$ cat config.mk
export PLATFORM = sky130hd
export DESIGN_NAME = mod_pow2_scale
export DESIGN_NICKNAME = d
export VERILOG_FILES = /design/src/rtl/mod_pow2_scale_pkg.sv /design/src/rtl/mod_pow2_scale_double_step.sv /design/src/rtl/mod_pow2_scale.sv
export SDC_FILE = /design/constraint.sdc
export NUM_CORES = 1
export LEC_CHECK = 0
export BUFFER_PORTS_ARGS = -buffer_cell sky130_fd_sc_hd__buf_2
export CAP_MARGIN = 30
export CORE_MARGIN = 3
export CORE_UTILIZATION = 53
export DETAILED_ROUTE_END_ITERATION = 7
export GPL_ROUTABILITY_DRIVEN = 0
export PLACE_DENSITY = 0.86
export RECOVER_POWER = 50
export SETUP_SLACK_MARGIN = 0.4
export SYNTH_ARGS = -nofsm -noshare
export SYNTH_HDL_FRONTEND = slang
export SYNTH_SLANG_ARGS = --single-unit
$ cat constraint.sdc
create_clock -name clk -period 4 [get_ports clk]
set_input_delay 0.2 -clock clk [delete_from_list [all_inputs] [get_ports clk]]
set_output_delay 0.2 -clock clk [all_outputs]
set_load 0.005 [all_outputs]
$ cat src/rtl/mod_pow2_scale_pkg.sv
`default_nettype none
// ============================================================================
// Module      : mod_pow2_scale_pkg
// Description : Shared types and helpers for the power-of-two modular scaler.
// Revision    : 1.0 - initial release
// ============================================================================
package mod_pow2_scale_pkg;

  // Default datapath widths: coefficient/modulus width and shift-port width.
  localparam int unsigned c_logq_default = 54;
  localparam int unsigned c_sw_default   = 6;

  // Scaler control states.
  typedef enum logic [1:0] {
    IDLE = 2'd0,
    RUN  = 2'd1,
    DONE = 2'd2
  } pow2_scale_state_t;

  // State entered on an accepting edge: a zero shift needs no doubling
  // and the operand is already the result.
  function automatic pow2_scale_state_t load_state(input logic s_is_zero);
    return s_is_zero ? DONE : RUN;
  endfunction

endpackage
`default_nettype wire

$ cat src/rtl/mod_pow2_scale_double_step.sv
`default_nettype none
// ============================================================================
// Module      : mod_double_step
// Description : Combinational modular doubling, y = 2x mod q, for x < q.
// Revision    : 1.0 - initial release
// ============================================================================
module mod_double_step
  import mod_pow2_scale_pkg::*;
#(
  parameter int LOGQ = c_logq_default
) (
  input  logic [LOGQ-1:0] x_i,
  input  logic [LOGQ-1:0] q_i,
  output logic [LOGQ-1:0] y_o
);

  logic [LOGQ:0] w_t;
  logic          w_ge;

  // 2x needs one extra bit; since x < q the reduced result is below q,
  // so the subtraction can be done at LOGQ bits and the carry dropped.
  assign w_t  = {x_i, 1'b0};
  assign w_ge = (w_t >= {1'b0, q_i});
  assign y_o  = w_ge ? (w_t[LOGQ-1:0] - q_i) : w_t[LOGQ-1:0];

endmodule
`default_nettype wire

$ cat src/rtl/mod_pow2_scale.sv
`default_nettype none
// ============================================================================
// Module      : mod_pow2_scale
// Description : Multi-cycle scaler out = in * 2^s mod q, one modular doubling
//               per cycle, with valid/ready handshakes on both sides.
// Revision    : 1.0 - initial release
// ============================================================================
module mod_pow2_scale
  import mod_pow2_scale_pkg::*;
#(
  parameter int LOGQ = c_logq_default,
  parameter int SW   = c_sw_default
) (
  input  logic            clk,
  input  logic            rst_n,
  input  logic            in_valid_i,
  output logic            in_ready_o,
  input  logic [LOGQ-1:0] in_i,
  input  logic [SW-1:0]   s_i,
  input  logic [LOGQ-1:0] q_i,
  output logic            out_valid_o,
  input  logic            out_ready_i,
  output logic [LOGQ-1:0] out_o
);

  localparam logic [SW-1:0] c_cnt_one  = {{(SW-1){1'b0}}, 1'b1};
  localparam logic [SW-1:0] c_cnt_zero = '0;

  pow2_scale_state_t state_q, state_d;
  logic [LOGQ-1:0]   x_q, x_d;
  logic [LOGQ-1:0]   qr_q, qr_d;
  logic [SW-1:0]     cnt_q, cnt_d;

  logic [LOGQ-1:0]   w_dbl;
  logic              w_accept;

  mod_double_step #(
    .LOGQ (LOGQ)
  ) u_double_step (
    .x_i (x_q),
    .q_i (qr_q),
    .y_o (w_dbl)
  );

  // A new operand may enter when idle, or when the finished result is being
  // taken on this same edge (back-to-back without a bubble).
  assign in_ready_o  = (state_q == IDLE) || ((state_q == DONE) && out_ready_i);
  assign w_accept    = in_valid_i && in_ready_o;
  assign out_valid_o = (state_q == DONE);
  assign out_o       = x_q;

  // Next-state logic: load on accept, double while running, release on consume.
  always_comb begin
    state_d = state_q;
    x_d     = x_q;
    qr_d    = qr_q;
    cnt_d   = cnt_q;

    case (state_q)
      IDLE: begin
        state_d = IDLE;
      end
      RUN: begin
        x_d   = w_dbl;
        cnt_d = cnt_q - c_cnt_one;
        if (cnt_q == c_cnt_one) begin
          state_d = DONE;
        end
      end
      DONE: begin
        if (out_ready_i) begin
          state_d = IDLE;
        end
      end
      default: begin
        state_d = IDLE;
      end
    endcase

    // Accepting overrides the consume-to-IDLE path so DONE can hand off
    // directly to the next operand.
    if (w_accept) begin
      x_d     = in_i;
      qr_d    = q_i;
      cnt_d   = s_i;
      state_d = load_state(s_i == c_cnt_zero);
    end
  end

  // State and operand registers; reset discards any in-flight operand.
  always_ff @(posedge clk or negedge rst_n) begin
    if (!rst_n) begin
      state_q <= IDLE;
      x_q     <= '0;
      qr_q    <= '0;
      cnt_q   <= '0;
    end else begin
      state_q <= state_d;
      x_q     <= x_d;
      qr_q    <= qr_d;
      cnt_q   <= cnt_d;
    end
  end

endmodule
`default_nettype wire

==> impl_summary.md <==
Floorplan
The die height is 132 um. The die area is 17500 um^2. The count of boundary I/O pins is between 150 and 200. After floorplanning, the core was sized to cover 15400 um^2. From left edge to right edge, the die measures around 130 um. The initial cell density of the core is 54.8%. Row generation in the floorplan step produced 45 rows.

Clocking
Post-CTS repair changed the size of 0 cells. The number of CTS-inserted buffers is 17. The TritonCTS clock tree is built. The number of sinks handled by clock tree synthesis is approximately 120. The number of buffers between clock root and the deepest sink is 2.

CTS built an H-tree with a depth of 4. The post-CTS setup buffer count is 0. The clock transition at the register clock pins on the worst setup and hold paths after CTS is ~0.05 ns. The later pin in the worst-skew pair is clocked with a latency of 0.43 ns. Clock tree synthesis selected as its root buffer the cell sky130_fd_sc_hd__clkbuf_16.

Finish
The post-route netlist has between 10% and 20% of its cells at a drive strength greater than 1. The number of filler cells placed in the layout is between 1000 and 1500. In the layout the commonest cells are 143 x sky130_fd_sc_hd__buf_2, 122 x sky130_fd_sc_hd__o21ai_0, 116 x sky130_fd_sc_hd__dfrtp_1. The commonest non-fill, non-tap cell in the layout is sky130_fd_sc_hd__buf_2. The number of antenna cells inserted is 0. In the final design database the tool counted ~1400 nets. The signed area change from the synthesized netlist to the final layout is 23.7%. The area of combinational cells with multiple inputs is 5050 um^2. In the final layout, flip-flops and latches occupy about 2900 um^2.

Logic synthesis
The number of nets in the synthesized netlist is between 1000 and 1500. The synthesized area per cell is 8.50 um^2. The count of state elements after synthesis is ~120. The synthesis warning total is 0. The post-synthesis instance total is approximately 990. The synthesized netlist occupies a cell area of about 8400 um^2. The share of flip-flops with an asynchronous set or reset is between 90% and 100%. The sequential cell area fraction in the yosys report is about 34%. The distinct cell type count after synthesis is 76. Among all flip-flop cells after synthesis, the most frequent one is sky130_fd_sc_hd__dfrtp_1. The synthesized design contains 0 enable-type register cells.

Worst hold path
Counting instances, the worst hold path has a depth of 3. The startpoint identified for the worst hold timing path is q_i[29]. For hold timing, the worst endpoint is qr_q[29]. The min-delay analysis places its worst path in the category input port to flip-flop.

Global route
The number of antenna violations at the first check in global routing is 0. In the global route stage, overall resource usage came out at between 20% and 30%. Entering global routing, the biggest net connects between 100 and 150 pins. The wire length of the first global-routing pass is around 42000 um. The number of global-route vias before repair was between 8000 and 9000. The overall overflow remaining after global route is 0.

Critical path
The worst setup path is of the flip-flop to flip-flop kind. The number of cells on the worst reg-to-reg path is 10. The internal reg-to-reg setup slack is 0.59 ns. The worst register-to-register path begins at out_o[2].

STA classifies the critical path startpoint as a flip-flop. The worst endpoint data arrival time is 3.70 ns. The maximum cell stage delay along the critical path is about 0.54 ns. In this run the critical register-to-register path is captured at out_o[45].

The worst setup path is captured at a flip-flop. At the worst endpoint, the required time is 4.30 ns. On the critical path, the stage with the largest delay is an instance of sky130_fd_sc_hd__a311oi_1.

The signal on the critical path passes through ha_1, nand2_1, a211oi_1, o2111ai_1, a311oi_1, o21ai_1, a41oi_1, a211oi_2, xnor2_1, a221o_1. The largest driver fanout on the critical path is 4.

Timing
At the pin with the least slew margin, the transition time is between 2 and 2.5 ns. Setup violations remaining at the end of the flow were counted as 0. Setup repair after global routing left no endpoint under its margin. The fraction of the cycle the final worst path needs is a little under nine tenths. The maximum frequency from static timing analysis is 294 MHz. The setup TNS is 0 ns. The count of final max-slew check failures is 37. For the final database, setup skew stands at ~0.012 ns. The count of endpoints failing hold in the final timing report was 0. The worst max-slew margin expressed relative to the limit is -35.9%. For the finished layout, the period the worst path requires is 3.41 ns.

Detailed routing
After detailed routing, the average wire length per cell comes to roughly 18 um. The detailed-routing iteration count for the pre-antenna-repair pass is 8. The routed layout has around 8600 vias. The mean number of vias per cell is around 6. The DRC violation count after routing is 0. For this block, the routed nets add up to ~26000 um of wire. The detailed router's first-iteration violation count is around 970. The number of nets with antenna violations after detailed routing is 0.

Placement
The HPWL after detailed placement is ~18000 um. The count of input and output buffers is 173.

Run status
The checks that failed: max-capacitance violations, max-slew violations. The run finished, with violations left.

Run
Across the run, the number of max-cap violations was 1.
-- layer usage --
metal | share of wire [%] | GRT usage (%) | up-vias | routed length (um)
li1 | - | - | 4012 | -
met4 | 3.5 | 10.9 | 0 | 889
met2 | 46 | 46.2 | 471 | 11700
met3 | 8.8 | 7.44 | 89 | 2260
met5 | 0 | 0 | - | 0
met1 | 42 | 38.8 | 4036 | 10700
-- critical path: cells and delay by family (launching register included) --
| kind | cells | cell delay, ns |
|---|---|---|
| and+or+nand+nor | 1 | 0.19 |
| DFF | 1 | 0.42 |
| adders and majority gates | 1 | 0.36 |
| xor gates and xnor gates | 1 | 0.16 |
| AOI/OAI and AO/OA | 7 | 2.15 |
-- metrics by stage --
stage               util (%)  hold WS [ns]  area [um^2]  setup WS, ns  cells
CTS                     68.0      0.000703        10500         0.661   1408
detailed placement      61.4         0.193         9470         0.695   1333
global route            67.7        0.0152        10500         0.290   1408
floorplan                  -       -0.0956         8450          1.18    994
finish                  67.7       0.00909        10500         0.595   1408
global placement        61.2         0.187         9440         0.689   1332
-- how the worst max path moves through the flow --
stage	slack, ns	endpoint	depth (start not counted)	from
floorplan	1.18	out_o[46]	10	out_o[0]
global placement	0.69	out_o[45]	10	out_o[2]
detailed placement	0.70	out_o[45]	10	out_o[3]
CTS	0.66	out_o[45]	10	out_o[2]
global route	0.29	qr_q[26]	3	rst_n
finish	0.59	out_o[45]	10	out_o[2]
-- cell type report --
cell class / instances / area share [%]
flip-flops and latches: 116 / 27.8
repair buffers: 227 / 13.2
well taps: 211 / 2.53
multi-input cells: 747 / 48.3
inverters: 78 / 2.80
clock buffers: 24 / 4.71
clock inverters: 5 / 0.718
-- synthesized netlist by cell type, types with 8 or more instances --
cell type / number / area share [%]
sky130_fd_sc_hd__ha_1: 56 / 8.3
sky130_fd_sc_hd__a222oi_1: 9 / 1.1
sky130_fd_sc_hd__xnor2_1: 30 / 3.1
sky130_fd_sc_hd__a21o_1: 21 / 1.9
sky130_fd_sc_hd__clkbuf_1: 41 / 1.8
sky130_fd_sc_hd__dfrtp_1: 116 / 34
sky130_fd_sc_hd__o22ai_1: 8 / 0.59
sky130_fd_sc_hd__nand3_1: 14 / 0.83
sky130_fd_sc_hd__xor2_1: 14 / 1.5
sky130_fd_sc_hd__inv_1: 78 / 3.5
sky130_fd_sc_hd__nor2_1: 34 / 1.5
sky130_fd_sc_hd__and3_1: 8 / 0.59
sky130_fd_sc_hd__o21a_1: 9 / 0.80
sky130_fd_sc_hd__o21bai_1: 12 / 1.1
sky130_fd_sc_hd__mux2i_1: 31 / 3.7
sky130_fd_sc_hd__nand2_1: 112 / 5.0
sky130_fd_sc_hd__a221oi_1: 9 / 0.93
sky130_fd_sc_hd__o21ai_1: 10 / 0.59
sky130_fd_sc_hd__o21ai_0: 122 / 7.2
sky130_fd_sc_hd__nand4_1: 16 / 1.2
sky130_fd_sc_hd__nor3_1: 14 / 0.83
sky130_fd_sc_hd__a21oi_1: 69 / 4.1
sky130_fd_sc_hd__a22oi_1: 34 / 3.0
-- sequential cells by signal, summed over array words and instances, names as in the netlist --
signal / count
cnt_q: 6
out_o: 54
qr_q: 54
state_q: 2
-- cells by family after synthesis --
group,count (synthesis),share of synthesized area (%)
AOI/OAI and AO/OA,375,29.4
and+or+nand+nor,240,13.5
buffers and inverters,131,6.03
DFF,116,34.4
adders and majority gates,57,8.53
xor gates and xnor gates,44,4.56
muxes,31,3.67
-- timing repair --
| item | in CTS | in global routing |
|---|---|---|
| endpoints found under the hold margin | 79 | 0 |
| setup endpoints to repair | 0 | 0 |
| hold buffers | 46 | 0 |
Power is not shown: default switching activity piles up to over one toggle a cycle in this logic, so the estimate is an artifact.
